## src/rtl/difftest_pkg.sv

```systemverilog
// Shared types and widths for the difftest performance-event loggers.
// log_rec_t is the payload carried from an event logger to the collector.
package difftest_pkg;

  localparam int TOTAL_W    = 64;
  localparam int ID_W       = 16;
  localparam int REC_CORE_W = 8;

  typedef struct packed {
    logic [REC_CORE_W-1:0] coreid;
    logic [ID_W-1:0]       id;
    logic [TOTAL_W-1:0]    total;
    logic [TOTAL_W-1:0]    delta;
    logic [TOTAL_W-1:0]    cycle;
  } log_rec_t;

endpackage

```

## src/rtl/difftest_log_event_if.sv

```systemverilog
// Record port between one event logger (master) and the log collector (slave).
// Plain valid/ready handshake with a sticky overrun flag beside it.
interface difftest_log_event_if
  import difftest_pkg::*;
#(
  parameter int CORE_W = 8
);

  logic                rec_valid;
  logic                rec_ready;
  logic [CORE_W-1:0]   rec_coreid;
  logic [ID_W-1:0]     rec_id;
  logic [TOTAL_W-1:0]  rec_total;
  logic [TOTAL_W-1:0]  rec_delta;
  logic [TOTAL_W-1:0]  rec_cycle;
  logic                rec_overrun;

  modport master (
    output rec_valid, rec_coreid, rec_id, rec_total, rec_delta, rec_cycle, rec_overrun,
    input  rec_ready
  );

  modport slave (
    input  rec_valid, rec_coreid, rec_id, rec_total, rec_delta, rec_cycle, rec_overrun,
    output rec_ready
  );

endinterface

```

## src/rtl/log_rec_slot.sv

```systemverilog
// Single-entry valid/ready holding register for log records.
// A load while a stalled record is still held is dropped and flagged as overrun.
module log_rec_slot
  import difftest_pkg::*;
(
  input  logic     clk,
  input  logic     rst_n,
  input  logic     load_i,
  input  log_rec_t rec_i,
  input  logic     ready_i,
  output logic     valid_o,
  output logic     accept_o,
  output logic     overrun_o,
  output log_rec_t rec_o
);

  logic     valid_q, valid_d;
  logic     overrun_q, overrun_d;
  log_rec_t rec_q, rec_d;
  logic     canLoad;
  logic     doLoad;

  // The slot frees up in the same cycle it is accepted, so a load can replace it directly.
  always_comb begin
    accept_o  = valid_q && ready_i;
    canLoad   = !valid_q || ready_i;
    doLoad    = load_i && canLoad;
    valid_d   = valid_q;
    rec_d     = rec_q;
    overrun_d = overrun_q;
    if (doLoad) begin
      valid_d = 1'b1;
      rec_d   = rec_i;
    end else if (accept_o) begin
      valid_d = 1'b0;
    end
    if (load_i && !canLoad) begin
      overrun_d = 1'b1;
    end
  end

  always_ff @(posedge clk or negedge rst_n) begin
    if (!rst_n) begin
      valid_q   <= 1'b0;
      overrun_q <= 1'b0;
      rec_q     <= '0;
    end else begin
      valid_q   <= valid_d;
      overrun_q <= overrun_d;
      rec_q     <= rec_d;
    end
  end

  assign valid_o   = valid_q;
  assign overrun_o = overrun_q;
  assign rec_o     = rec_q;

endmodule

```

## src/rtl/difftest_log_event.sv

```systemverilog
// Per-event performance logger: accumulates increments of one free-running counter
// and emits periodic or flushed records with the running total and delta.
module difftest_log_event
  import difftest_pkg::*;
#(
  parameter logic [ID_W-1:0] EVENT_ID = '0,
  parameter int              VALUE_W  = 32,
  parameter int              CORE_W   = 8,
  parameter int              PERIOD   = 1024
)(
  input  logic                clk,
  input  logic                rst_n,
  input  logic [CORE_W-1:0]   coreid_i,
  input  logic [VALUE_W-1:0]  value_i,
  input  logic                en_i,
  input  logic                flush_i,
  difftest_log_event_if.master rec_o
);

  localparam int              CNT_W    = (PERIOD > 1) ? $clog2(PERIOD) : 1;
  localparam logic [CNT_W-1:0] LAST_CNT = CNT_W'(PERIOD - 1);

  logic [VALUE_W-1:0] prev_q;
  logic [VALUE_W-1:0] deltaNow;
  logic [TOTAL_W-1:0] total_q, total_d;
  logic [TOTAL_W-1:0] lastTotal_q, lastTotal_d;
  logic [TOTAL_W-1:0] cyc_q;
  logic [CNT_W-1:0]   periodCnt_q, periodCnt_d;
  logic               trigger;
  logic               slotValid;
  logic               slotAccept;
  logic               slotOverrun;
  log_rec_t           slotIn, slotOut;

  // Modular subtraction absorbs counter wrap; a record accepted this cycle becomes
  // the delta base immediately so a back-to-back record spans exactly its own gap.
  always_comb begin
    deltaNow      = value_i - prev_q;
    total_d       = en_i ? total_q + TOTAL_W'(deltaNow) : total_q;
    trigger       = (periodCnt_q == LAST_CNT) || flush_i;
    periodCnt_d   = (periodCnt_q == LAST_CNT) ? '0 : periodCnt_q + 1'b1;
    lastTotal_d   = slotAccept ? slotOut.total : lastTotal_q;
    slotIn        = '0;
    slotIn.coreid = REC_CORE_W'(coreid_i);
    slotIn.id     = EVENT_ID;
    slotIn.total  = total_d;
    slotIn.delta  = total_d - lastTotal_d;
    slotIn.cycle  = cyc_q;
  end

  always_ff @(posedge clk or negedge rst_n) begin
    if (!rst_n) begin
      prev_q      <= '0;
      total_q     <= '0;
      lastTotal_q <= '0;
      cyc_q       <= '0;
      periodCnt_q <= '0;
    end else begin
      prev_q      <= value_i;
      total_q     <= total_d;
      lastTotal_q <= lastTotal_d;
      cyc_q       <= cyc_q + 64'd1;
      periodCnt_q <= periodCnt_d;
    end
  end

  log_rec_slot u_slot (
    .clk       (clk),
    .rst_n     (rst_n),
    .load_i    (trigger),
    .rec_i     (slotIn),
    .ready_i   (rec_o.rec_ready),
    .valid_o   (slotValid),
    .accept_o  (slotAccept),
    .overrun_o (slotOverrun),
    .rec_o     (slotOut)
  );

  assign rec_o.rec_valid   = slotValid;
  assign rec_o.rec_coreid  = CORE_W'(slotOut.coreid);
  assign rec_o.rec_id      = slotOut.id;
  assign rec_o.rec_total   = slotOut.total;
  assign rec_o.rec_delta   = slotOut.delta;
  assign rec_o.rec_cycle   = slotOut.cycle;
  assign rec_o.rec_overrun = slotOverrun;

endmodule

```

## src/flat_wrapper.sv

```systemverilog
// flat-port wrapper written by rule: the top's interface ports become plain ports
module difftest_log_event_flat import difftest_pkg::*;
#(
  parameter logic [ID_W-1:0] EVENT_ID = '0,
  parameter int              VALUE_W  = 32,
  parameter int              CORE_W   = 8,
  parameter int              PERIOD   = 1024
)
  (clk, rst_n, coreid_i, value_i, en_i, flush_i, rec_o_rec_valid, rec_o_rec_coreid, rec_o_rec_id, rec_o_rec_total, rec_o_rec_delta, rec_o_rec_cycle, rec_o_rec_overrun, rec_o_rec_ready);
  difftest_log_event_if #(.CORE_W(CORE_W)) rec_o_i ();
  input  logic clk;
  input  logic rst_n;
  input  logic [CORE_W-1:0] coreid_i;
  input  logic [VALUE_W-1:0] value_i;
  input  logic en_i;
  input  logic flush_i;
  output wire logic [$bits(rec_o_i.rec_valid)-1:0] rec_o_rec_valid;
  output wire logic [$bits(rec_o_i.rec_coreid)-1:0] rec_o_rec_coreid;
  output wire logic [$bits(rec_o_i.rec_id)-1:0] rec_o_rec_id;
  output wire logic [$bits(rec_o_i.rec_total)-1:0] rec_o_rec_total;
  output wire logic [$bits(rec_o_i.rec_delta)-1:0] rec_o_rec_delta;
  output wire logic [$bits(rec_o_i.rec_cycle)-1:0] rec_o_rec_cycle;
  output wire logic [$bits(rec_o_i.rec_overrun)-1:0] rec_o_rec_overrun;
  input wire logic [$bits(rec_o_i.rec_ready)-1:0] rec_o_rec_ready;
  assign rec_o_rec_valid = rec_o_i.rec_valid;
  assign rec_o_rec_coreid = rec_o_i.rec_coreid;
  assign rec_o_rec_id = rec_o_i.rec_id;
  assign rec_o_rec_total = rec_o_i.rec_total;
  assign rec_o_rec_delta = rec_o_i.rec_delta;
  assign rec_o_rec_cycle = rec_o_i.rec_cycle;
  assign rec_o_rec_overrun = rec_o_i.rec_overrun;
  assign rec_o_i.rec_ready = rec_o_rec_ready;
  difftest_log_event #(.EVENT_ID(EVENT_ID), .VALUE_W(VALUE_W), .CORE_W(CORE_W), .PERIOD(PERIOD)) u_core (.clk(clk), .rst_n(rst_n), .coreid_i(coreid_i), .value_i(value_i), .en_i(en_i), .flush_i(flush_i), .rec_o(rec_o_i));
endmodule
```

## config.mk

```make
export PLATFORM = sky130hd
export DESIGN_NAME = difftest_log_event_flat
export DESIGN_NICKNAME = d
export VERILOG_FILES = /design/src/rtl/difftest_pkg.sv /design/src/rtl/difftest_log_event_if.sv /design/src/rtl/log_rec_slot.sv /design/src/rtl/difftest_log_event.sv /design/src/flat_wrapper.sv
export SDC_FILE = /design/constraint.sdc
export NUM_CORES = 1
export LEC_CHECK = 0
export BUFFER_PORTS_ARGS = -buffer_cell sky130_fd_sc_hd__buf_2
export CORE_UTILIZATION = 60
export DETAILED_ROUTE_END_ITERATION = 10
export PLACE_DENSITY_LB_ADDON = 0.1
export SETUP_SLACK_MARGIN = 0.05
export SLEW_MARGIN = 20
export SYNTH_ARGS = -nofsm -noshare
export SYNTH_HDL_FRONTEND = slang
export SYNTH_SLANG_ARGS = --single-unit
```

## constraint.sdc

```tcl
create_clock -name clk -period 9.8 [get_ports clk]
set_input_delay 0.49 -clock clk [delete_from_list [all_inputs] [get_ports clk]]
set_output_delay 0.49 -clock clk [all_outputs]
set_load 0.05 [all_outputs]
```

==> results of run 1 <==
## kinds of logic after synthesis
logic type               count (synthesis)  share of synthesized area [%]
buffers and inverters                  241                          4.058
XOR/XNOR                               250                          9.659
adder cells (fa/ha/maj)                128                          6.468
flip-flops                             436                          43.96
AO/OA/AOI/OAI                          523                          13.87
multiplexers                            97                          4.048
other                                    1                        0.01511
AND/OR/NAND/NOR                       1002                          17.92
## placed cells by master (no fill, tap or decap), types with 21 or more instances in the layout
cell type                       netlist  layout
sky130_fd_sc_hd__nand2_1            593     592
sky130_fd_sc_hd__dfrtp_1            436     436
sky130_fd_sc_hd__ha_1               116     116
sky130_fd_sc_hd__a21o_1              48      48
sky130_fd_sc_hd__nand2b_1            24      24
sky130_fd_sc_hd__nor3_1              27      27
sky130_fd_sc_hd__o21ai_0            129     127
sky130_fd_sc_hd__a21oi_1            140     140
sky130_fd_sc_hd__mux2_2              27      27
sky130_fd_sc_hd__xor2_1              99      99
sky130_fd_sc_hd__clkbuf_16            0      48
sky130_fd_sc_hd__and3_1              32      32
sky130_fd_sc_hd__nor2_1             122     122
sky130_fd_sc_hd__o21a_1              21      21
sky130_fd_sc_hd__nand4_1             36      36
sky130_fd_sc_hd__xnor2_1            135     135
sky130_fd_sc_hd__mux2i_1             70      70
sky130_fd_sc_hd__o211ai_1            21      21
sky130_fd_sc_hd__buf_2               16     245
sky130_fd_sc_hd__dlygate4sd3_1        0      29
sky130_fd_sc_hd__inv_1              142     142
sky130_fd_sc_hd__nand3_1             77      77
## metal layers
| metal | vias to the layer above | routed length (microns) | GRT usage (%) |
|---|---|---|---|
| li1 | 9696 | - | - |
| met1 | 9895 | 30220 | 44.88 |
| met2 | 646 | 30620 | 49.90 |
| met3 | 95 | 4052 | 4.989 |
| met4 | 0 | 1472 | 9.101 |
| met5 | - | 0 | 0 |
## synth_stat cells (9+ instances only)
master,number,area share [%]
sky130_fd_sc_hd__buf_4,17,0.51
sky130_fd_sc_hd__and4_1,10,0.35
sky130_fd_sc_hd__nand2_1,593,9.0
sky130_fd_sc_hd__o21ai_0,129,2.6
sky130_fd_sc_hd__clkbuf_1,52,0.79
sky130_fd_sc_hd__a31oi_1,14,0.35
sky130_fd_sc_hd__xnor3_1,14,1.3
sky130_fd_sc_hd__and2_1,18,0.45
sky130_fd_sc_hd__inv_1,142,2.1
sky130_fd_sc_hd__buf_2,16,0.32
sky130_fd_sc_hd__o21ai_1,12,0.24
sky130_fd_sc_hd__a21boi_0,9,0.27
sky130_fd_sc_hd__a211oi_1,18,0.54
sky130_fd_sc_hd__xnor2_1,135,4.8
sky130_fd_sc_hd__o21bai_1,11,0.33
sky130_fd_sc_hd__a21oi_1,140,2.8
sky130_fd_sc_hd__nand3_1,77,1.6
sky130_fd_sc_hd__o211ai_1,21,0.64
sky130_fd_sc_hd__nand4_1,36,0.91
sky130_fd_sc_hd__buf_1,12,0.18
sky130_fd_sc_hd__mux2_2,27,1.2
sky130_fd_sc_hd__dfrtp_1,436,44
sky130_fd_sc_hd__xor2_1,99,3.5
sky130_fd_sc_hd__nor2b_1,14,0.35
sky130_fd_sc_hd__nor3_1,27,0.54
sky130_fd_sc_hd__o21a_1,21,0.64
sky130_fd_sc_hd__ha_1,116,5.8
sky130_fd_sc_hd__a21o_1,48,1.5
sky130_fd_sc_hd__nor2_1,122,1.8
sky130_fd_sc_hd__and3_1,32,0.81
sky130_fd_sc_hd__nand2b_1,24,0.60
sky130_fd_sc_hd__nor4_1,11,0.28
sky130_fd_sc_hd__mux2i_1,70,2.8
## stage by stage
stage | util [%] | cell area, sq um | hold WS, ns | instances | power (mW)
CTS | 69.68 | 28450 | 0.001149 | 3501 | 10.13
global route | 69.74 | 28480 | 0.01133 | 3501 | 10.81
global placement | 64.83 | 26470 | 0.4519 | 3385 | 8.089
floorplan | - | 24880 | 0.1944 | 2693 | 6.648
detailed placement | 64.83 | 26470 | 0.4569 | 3385 | 8.160
finish | 69.75 | 28480 | 0.02631 | 3502 | 10.21
## worst register-to-register path, delay by kind of cell (launching register included)
kind	cells	cell delay (ns)
AOI/OAI and AO/OA	22	5.25
adders and majority gates	4	1.43
and+or+nand+nor	8	1.16
DFF	1	0.36
muxes	1	0.31
xor gates and xnor gates	2	0.18
buffers and inverters	1	0.05
## layout make-up
type / count / area (sq um) / area share, %
sequential: 436 / 10910 / 38.31
clock buffer: 69 / 1380 / 4.846
timing repair buffer: 288 / 1667 / 5.852
clock inverter: 18 / 310.3 / 1.090
antenna: 1 / 2.502 / 0.008787
inverter: 142 / 533.0 / 1.872
multi-input combinational: 2016 / 13010 / 45.69
tap: 532 / 665.6 / 2.337
## registers in the layout (all words and copies together) (netlist names)
name,cells
u_core.u_slot.rec_o,200
u_core.cyc_q,64
u_core.prev_q,32
u_core.periodCnt_q,10
u_core.u_slot.valid_o,1
u_core.total_q,64
u_core.u_slot.overrun_o,1
u_core.lastTotal_q,64
## power breakdown
| part | internal [mW] | leakage (nW) | switching, mW |
|---|---|---|---|
| Sequential | 2.19 | 5.63 | 0.256 |
| Combinational | 2.01 | 8.55 | 3.84 |
| Clock | 1.15 | 0.817 | 0.771 |
## worst min path at each step
| stage | startpoint | end | cells after the start |
|---|---|---|---|
| 3_5_place_dp | u_core.u_slot.rec_o[40] | u_core.u_slot.rec_o[40] | 2 |
| 5_1_grt | value_i[24] | u_core.prev_q[24] | 1 |
| 4_1_cts | value_i[24] | u_core.prev_q[24] | 1 |
| 3_3_place_gp | u_core.u_slot.rec_o[97] | u_core.u_slot.rec_o[97] | 2 |
| 6_report | value_i[24] | u_core.prev_q[24] | 1 |
| 2_1_floorplan | rst_n | u_core.cyc_q[0] | 0 |
## what timing repair did
item / CTS / global route
hold buffers: 29 / 0
setup endpoints to repair: 0 / 18
gates resized for setup: 0 / 7
hold endpoints to repair: 72 / 0
==> flow_summary.json, run 1 <==
{
  "outcome": "finished, final reports clean",
  "via_count_of_the_first_global_routing_pass": 19431,
  "clk_latency_ns": 0.61,
  "die_area_sq_mm": 0.04218,
  "die_w_microns": 205.4,
  "vias_per_cell": 5.806,
  "achievable-frequency_mhz": 110.8,
  "total_leakage_power_nw": 15.00,
  "startpoint_to_endpoint_class_of_the_critical_path": "primary input to flip-flop",
  "setup_total_negative_slack_ns": 0,
  "finalCriticalPeriod_ns": 9.026,
  "core_sq_mm": 0.04083,
  "setup_repair_after_global_routing_missed_its_margin": "no",
  "grt_overflow": 0,
  "cp-startpoint": "value_i[1]",
  "cts_buffers": 48,
  "cts_setup_buffers": 0,
  "min_path_type": "primary input to flip-flop",
  "fp-row-count": 74,
  "synth_seq_cells": 436,
  "crit_family": "compound AO/OA/AOI/OAI gates",
  "r2r_setup_slack_ns": 0.94,
  "worst_ep_required_time_ns": 10.29,
  "drtPass1Iterations": 5,
  "cts.sink_count": 436,
  "critical_path.n_buffers_inverters": 2,
  "post_synth_inst_count": 2678,
  "yosysWarningCount": 0,
  "dp_hpwl_microns": 47880,
  "start_util_pct": 60.78,
  "io_pins": 263,
  "drt_first_iter_violations": 1512,
  "rr_endpoint": "u_core.u_slot.rec_o[126]",
  "antenna_left": 0,
  "synth.cell_area_sq_mm": 0.02482,
  "critical_path_cell_count": 39,
  "initial_antenna_violation_count": 0,
  "critPathCaptureType": "flip-flop",
  "drive_gt1_share_pct": 13.91,
  "drv.max_cap_violation_count": 0,
  "dominantRegCellSynth": "sky130_fd_sc_hd__dfrtp_1",
  "clockBufferDepth": 3,
  "maximum_number_of_pins_on_one_net_before_global_route_repair": 209,
  "timing.critical_path.mode_cell": "sky130_fd_sc_hd__o21ai_1",
  "crit_path_max_fanout": 7,
  "placement.setup.worst_slack_ns": 0.3475,
  "grt_usage_pct": 31.56,
  "final-max-slew-violation-count": 0,
  "cts_htree_levels": 2,
  "synth_enable_flop_cells": 0,
  "setup_ws_ns": 0.7735,
  "r2r_cells": 38,
  "setup_viol_count_final": 0,
  "timing_worst_slew_pin_value_ns": 1.053,
  "drc_errors": 0,
  "globalplace.congestion": 0.9527,
  "grt_first_pass_wirelength_microns": 104500,
  "post-route-period-util_pct": 92.11,
  "crit_path_start_kind": "primary input",
  "clk_pin_slew_worst_setup_hold_paths_ns": 0.06,
  "routedWlPerCell_microns": 18.95,
  "cp_data_arrival_time_ns": 9.52,
  "slowest_delay_ns": 0.57,
  "design.final.nets": 3096,
  "vertical_extent_of_the_die_microns": 205.4,
  "async_reset_ff_share_pct": 100.0,
  "hold_viol_final": 0,
  "timing.slew.headroom_pct": 29.83,
  "critPathCapture": "u_core.u_slot.rec_o[126]",
  "power_density_mw_per_mm2": 358.5,
  "max-vdd-ir-drop_v": 0.0001835,
  "crit_slowest_cell": "sky130_fd_sc_hd__o41ai_1",
  "crit-reg2reg-launch": "u_core.prev_q[1]",
  "tritoncts_clock_tree": "yes",
  "fillers": 3164,
  "area.growth.synth_to_final_pct": 14.75,
  "synth_cell_type_count": 99,
  "port_buffers": 246,
  "synth_area_per_cell_sq_um": 9.268,
  "routed-via-count": 20332,
  "synth_seq_area_share_pct": 43.96,
  "cts.root.buffer_cell": "sky130_fd_sc_hd__clkbuf_16",
  "finalClockSkew_ns": 0.02413,
  "routed_wirelength_microns": 66360
}
Note: power is estimated with default switching activity, not from simulation.
==> run 2, diff against run 1 <==
- CAP_MARGIN: not set -> 25
- CORE_UTILIZATION: 60 -> 24
==> run 2 against run 1 <==
  * Non-clock buffer count grew 45
  * Cell area rose by 5.6%
  * Count of clock-buffer cells in the layout increased by 16
  * Utilization fell by 40 points
  * Via count is 1.3% lower
  * Sequential power hardly changed
  * Global-route usage decreased by 16 points
  * Clock skew is 0.0030 ns higher
  * Critical endpoint is now u_core.u_slot.rec_o[120]
  * Largest power group unchanged
==> flow_summary.json, run 2 (same netlist as run 1, synthesis figures left out) <==
{
  "drtPass1Iterations": 7,
  "worstHoldPathCells": 3,
  "slowest_delay_ns": 0.53,
  "cts.root.buffer_cell": "sky130_fd_sc_hd__clkbuf_16",
  "cts.sink_count": 436,
  "pwr-share-seq_pct": 22.7,
  "core_sq_mm": 0.1022,
  "largest_reg_flops": 200,
  "fillers": 10971,
  "crit-reg2reg-launch": "u_core.prev_q[1]",
  "crit_path_max_fanout": 7,
  "die_area_sq_mm": 0.1047,
  "antenna_left": 0,
  "r2r_setup_slack_ns": 0.79,
  "cts_buffers": 57,
  "setup_repair_after_global_routing_missed_its_margin": "yes",
  "drt_first_iter_violations": 1080,
  "power.share.combinational_pct": 57.7,
  "clk_latency_ns": 0.66,
  "initial_antenna_violation_count": 1,
  "routed-via-count": 20065,
  "drive_gt1_share_pct": 15.27,
  "outcome": "finished, final reports clean",
  "min_path_type": "primary input to flip-flop",
  "post-route-period-util_pct": 93.15,
  "drc_errors": 0,
  "timing_worst_slew_pin_value_ns": 1.056,
  "grt_first_pass_wirelength_microns": 125000,
  "power.clock.fraction_pct": 19.6,
  "vias_per_cell": 4.560,
  "maximum_number_of_pins_on_one_net_before_global_route_repair": 169,
  "die_w_microns": 323.6,
  "timing.hold.ws_ns": 0.1407,
  "cp_data_arrival_time_ns": 9.64,
  "grt_usage_pct": 15.50,
  "achievable-frequency_mhz": 109.5,
  "layout_commonest_cell": "sky130_fd_sc_hd__nand2_1",
  "total_leakage_power_nw": 15.31,
  "finalCriticalPeriod_ns": 9.129,
  "drv.max_cap_violation_count": 0,
  "grt_overflow": 0,
  "io_pins": 263,
  "max-vdd-ir-drop_v": 0.0001722,
  "startpoint_to_endpoint_class_of_the_critical_path": "primary input to flip-flop",
  "power_switching_share_pct": 49.01,
  "cts_htree_levels": 2,
  "placement.setup.worst_slack_ns": 0.3408,
  "setup_total_negative_slack_ns": 0,
  "start_util_pct": 24.29,
  "critPathCaptureType": "flip-flop",
  "timing.slew.headroom_pct": 29.63,
  "setup_ws_ns": 0.6710,
  "design.final.nets": 3150,
  "internal_power_mw": 5.522,
  "worst_hold_path.endpoint": "u_core.u_slot.valid_o",
  "antenna-diode-count": 0,
  "tritoncts_clock_tree": "yes",
  "clk_pin_slew_worst_setup_hold_paths_ns": 0.06,
  "power_density_mw_per_mm2": 360.0,
  "crit_slowest_cell": "sky130_fd_sc_hd__dlygate4sd3_1",
  "clockBufferDepth": 3,
  "via_count_of_the_first_global_routing_pass": 20413,
  "netSwitchingPower_mw": 5.307,
  "setup_viol_count_final": 0,
  "hold_viol_final": 0,
  "port_buffers": 246,
  "finalClockSkew_ns": 0.02709,
  "numPlacedInstances": 4252,
  "final-instance-count-excl-fill": 4400,
  "crit_path_start_kind": "primary input",
  "rr_endpoint": "u_core.u_slot.rec_o[120]",
  "r2r_cells": 42,
  "dp_hpwl_microns": 60740,
  "hold_path.startpoint": "flush_i",
  "routedWlPerCell_microns": 18.50,
  "globalplace.congestion": 0.8968,
  "area.growth.synth_to_final_pct": 21.21,
  "routed_wirelength_microns": 81420,
  "vertical_extent_of_the_die_microns": 323.6,
  "worst_ep_required_time_ns": 10.31,
  "commonest_cells_after_routing_fill_and_taps_aside": "592 x sky130_fd_sc_hd__nand2_1, 436 x sky130_fd_sc_hd__dfrtp_1, 245 x sky130_fd_sc_hd__buf_2, 142 x sky130_fd_sc_hd__inv_1, 139 x sky130_fd_sc_hd__a21oi_1",
  "final-max-slew-violation-count": 0,
  "fp-row-count": 117
}
[run 2: cell types whose count changed in the layout (fill, tap and decap cells not counted), sizes merged]
cell and delta:
diode -1, clkinvlp +2, bufinv -5, buf +33, dlygate4sd3 +12, clkbuf +16, clkinv +5
[run 2: cell type report]
class                      count  area (sq um)  share of cell area, %
clock buffer                  85          1692                  5.623
clock inverter                20         197.7                 0.6572
inverter                     142         533.0                  1.772
multi-input combinational   2016         13000                  43.23
sequential                   436         10910                  36.27
tap                         1368          1712                  5.690
timing repair buffer         333          2034                  6.763
[run 2: stage by stage]
stage / cell area, sq um / utilization (%) / total power [mW]
after global routing: 30080 / 29.44 / 11.63
after CTS: 30050 / 29.41 / 10.98
after floorplan: 24880 / - / 6.648
after detailed placement: 27750 / 27.16 / 8.735
final: 30080 / 29.44 / 10.83
after global placement: 27750 / 27.16 / 8.742
[run 2: power by group through the flow]
stage / registers, mW / clock network, mW / logic, mW
final: 2.46 / 2.12 / 6.25
after global routing: 2.51 / 2.28 / 6.84
after CTS: 2.47 / 2.22 / 6.29
after detailed placement: 2.50 / 0 / 6.24
after global placement: 2.49 / 0 / 6.25
after floorplan: 3.12 / 0 / 3.53
[run 2: what timing repair did]
item | in CTS | in global routing
setup buffers | 0 | 2
gates resized for setup | 0 | 5
hold endpoints to repair | 150 | 0
endpoints found under the setup margin | 0 | 10
hold buffers | 41 | 0
[run 2: how the worst max path moves through the flow]
stage / startpoint / cells after the start / slack [ns] / end
floorplan: value_i[1] / 39 / 1.97 / u_core.u_slot.rec_o[127]
global placement: value_i[1] / 41 / 0.31 / u_core.u_slot.rec_o[121]
detailed placement: value_i[1] / 41 / 0.34 / u_core.u_slot.rec_o[121]
CTS: value_i[1] / 42 / 0.47 / u_core.u_slot.rec_o[121]
global route: value_i[1] / 43 / -0.002 / u_core.u_slot.rec_o[120]
finish: value_i[1] / 43 / 0.67 / u_core.u_slot.rec_o[120]
[run 2: critical path: cells and delay by family]
kind	cells	cell delay, ns
AOI/OAI and AO/OA	24	5.08
adders and majority gates	4	1.45
and+or+nand+nor	7	1.04
buffers and inverters	4	0.91
xor gates and xnor gates	3	0.37
muxes	1	0.30
[run 2: metal layers]
layer | global-route usage [%] | vias up | part of all wire, %
met4 | 4.801 | 2 | 2.5
met5 | 0 | - | 0.016
met2 | 24.21 | 437 | 45
met3 | 3.490 | 100 | 5.6
li1 | - | 9780 | -
met1 | 21.17 | 9746 | 47
==> run 3, diff against run 2 <==
- CELL_PAD_IN_SITES_DETAIL_PLACEMENT: not set -> 1
- CELL_PAD_IN_SITES_GLOBAL_PLACEMENT: not set -> 2
==> run 3 against run 2 <==
  * Register-to-register slack worse by 0.10 ns
  * Flip-flop and latch count unchanged
  * Routed wire length rose by 7.6%
  * Clock power increased by 8%
  * First-iteration DRC count decreased by 21%
  * Worst hold slack better by 0.0075 ns
  * Setup slack got worse by 0.059 ns
  * Combinational power up 3%
  * Final cell count grew 0.32%
  * Largest power group unchanged
  * Highest routed layer is now met4
==> flow_summary.json, run 3 (same netlist as run 1, synthesis figures left out) <==
{
  "layout_commonest_cell": "sky130_fd_sc_hd__nand2_1",
  "crit_slowest_cell": "sky130_fd_sc_hd__dlygate4sd3_1",
  "drive_gt1_share_pct": 16.02,
  "grt_overflow": 0,
  "die_w_microns": 323.6,
  "worstHoldPathCells": 3,
  "crit_path_start_kind": "primary input",
  "port_buffers": 246,
  "dp_hpwl_microns": 66410,
  "final_design_area_no_fill_sq_mm": 0.03038,
  "die_area_sq_mm": 0.1047,
  "cts_htree_levels": 2,
  "start_util_pct": 24.29,
  "critPathCaptureType": "flip-flop",
  "crit-reg2reg-launch": "u_core.prev_q[1]",
  "clk_pin_slew_worst_setup_hold_paths_ns": 0.06,
  "globalplace.congestion": 0.8285,
  "grt_usage_pct": 16.84,
  "placement.setup.worst_slack_ns": 0.1563,
  "outcome": "finished, final reports clean",
  "post-route-period-util_pct": 93.75,
  "design.final.nets": 3164,
  "commonest_cells_after_routing_fill_and_taps_aside": "592 x sky130_fd_sc_hd__nand2_1, 436 x sky130_fd_sc_hd__dfrtp_1, 245 x sky130_fd_sc_hd__buf_2, 142 x sky130_fd_sc_hd__inv_1, 137 x sky130_fd_sc_hd__a21oi_1",
  "clockBufferDepth": 3,
  "final-instance-count-excl-fill": 4414,
  "area.growth.synth_to_final_pct": 22.39,
  "cts.sink_count": 436,
  "cts_buffers": 57,
  "clk_latency_ns": 0.66,
  "routed_wirelength_microns": 87600,
  "drc_errors": 0,
  "min_path_type": "primary input to flip-flop",
  "timing.hold.ws_ns": 0.1482,
  "numPlacedInstances": 4265,
  "achievable-frequency_mhz": 108.8,
  "maximum_number_of_pins_on_one_net_before_global_route_repair": 149,
  "placement.cell_area_sq_mm": 0.02783,
  "setup_ws_ns": 0.6120,
  "timing_worst_slew_pin_value_ns": 0.9773,
  "r2r_cells": 39,
  "initial_antenna_violation_count": 0,
  "timing.slew.headroom_pct": 34.85,
  "startpoint_to_endpoint_class_of_the_critical_path": "primary input to flip-flop",
  "vertical_extent_of_the_die_microns": 323.6,
  "max-vdd-ir-drop_v": 0.0001173,
  "worst_ep_required_time_ns": 10.38,
  "timing.critical_path.mode_cell": "sky130_fd_sc_hd__o21ai_0",
  "power_density_mw_per_mm2": 368.2,
  "setup_viol_count_final": 0,
  "routed-via-count": 20306,
  "total_leakage_power_nw": 15.47,
  "setup_total_negative_slack_ns": 0,
  "via_count_of_the_first_global_routing_pass": 21868,
  "tritoncts_clock_tree": "yes",
  "routedWlPerCell_microns": 19.85,
  "worst_hold_path.endpoint": "u_core.u_slot.valid_o",
  "rr_endpoint": "u_core.u_slot.rec_o[127]",
  "largest_reg_flops": 200,
  "cp_data_arrival_time_ns": 9.77,
  "final-max-slew-violation-count": 0,
  "drt_first_iter_violations": 858,
  "slowest_delay_ns": 0.53,
  "finalCriticalPeriod_ns": 9.188,
  "core_sq_mm": 0.1022,
  "io_pins": 263,
  "antenna-diode-count": 0,
  "setup_repair_after_global_routing_missed_its_margin": "yes",
  "grt_first_pass_wirelength_microns": 135300,
  "hold_path.startpoint": "flush_i",
  "drv.max_cap_violation_count": 0,
  "cts.root.buffer_cell": "sky130_fd_sc_hd__clkbuf_16",
  "crit_path_max_fanout": 7,
  "fp-row-count": 117,
  "hold_viol_final": 0,
  "vias_per_cell": 4.600,
  "r2r_setup_slack_ns": 0.69,
  "finalClockSkew_ns": 0.02125,
  "drtPass1Iterations": 5,
  "antenna_left": 0
}
## run 3: what timing repair did
| action | in CTS | in global routing |
|---|---|---|
| hold buffers | 41 | 0 |
| hold endpoints to repair | 135 | 0 |
| setup endpoints to repair | 0 | 18 |
| setup buffers | 0 | 3 |
| gates resized for setup | 0 | 16 |
## run 3: worst max-delay path by stage
| stage | from | endpoint | slack (ns) | depth (start not counted) |
|---|---|---|---|---|
| 2_1_floorplan | value_i[1] | u_core.u_slot.rec_o[127] | 1.97 | 39 |
| 3_3_place_gp | value_i[1] | u_core.u_slot.rec_o[125] | 0.38 | 40 |
| 3_5_place_dp | value_i[1] | u_core.u_slot.rec_o[121] | 0.16 | 40 |
| 4_1_cts | value_i[1] | u_core.u_slot.rec_o[121] | 0.30 | 41 |
| 5_1_grt | value_i[0] | u_core.u_slot.rec_o[120] | -0.04 | 40 |
| 6_report | value_i[1] | u_core.u_slot.rec_o[127] | 0.61 | 40 |
## run 3: layout make-up
cell class | count | area (sq um)
Timing Repair Buffer | 347 | 2127
Multi-Input combinational cell | 2016 | 13060
Inverter | 142 | 533.0
Tap cell | 1368 | 1712
Clock inverter | 25 | 394.1
Clock buffer | 80 | 1643
Fill cell | 11893 | 71810
Sequential cell | 436 | 10910
## run 3: per-stage QoR
stage	utilization [%]	power, mW
after floorplan	-	6.648
after global routing	29.73	12.01
after global placement	27.24	8.901
after detailed placement	27.24	8.930
after CTS	29.63	11.33
final	29.73	11.18
## run 3: metal layers
layer  global-route usage [%]  up-vias  part of all wire, %
li1                         -     9795                    -
met1                    22.79    10123                   47
met2                    27.51      284                   46
met3                    2.716      104                  3.7
met4                    4.937        0                  2.4
met5                        0        -                    0
## run 3: report_power, final
group | total (mW) | switching (mW) | internal [mW] | leakage (nW)
clock network | 2.28 | 0.896 | 1.38 | 1.00
registers | 2.47 | 0.275 | 2.19 | 5.63
logic | 6.44 | 4.26 | 2.18 | 8.83
## run 3: worst max-delay path, delay by kind of cell
family	cells	cell delay (ns)
compound gates	23	5.04
xor+xnor	2	0.20
fa+ha+maj	4	1.43
mux	1	0.31
simple gates	8	1.62
buf+inv	2	0.67
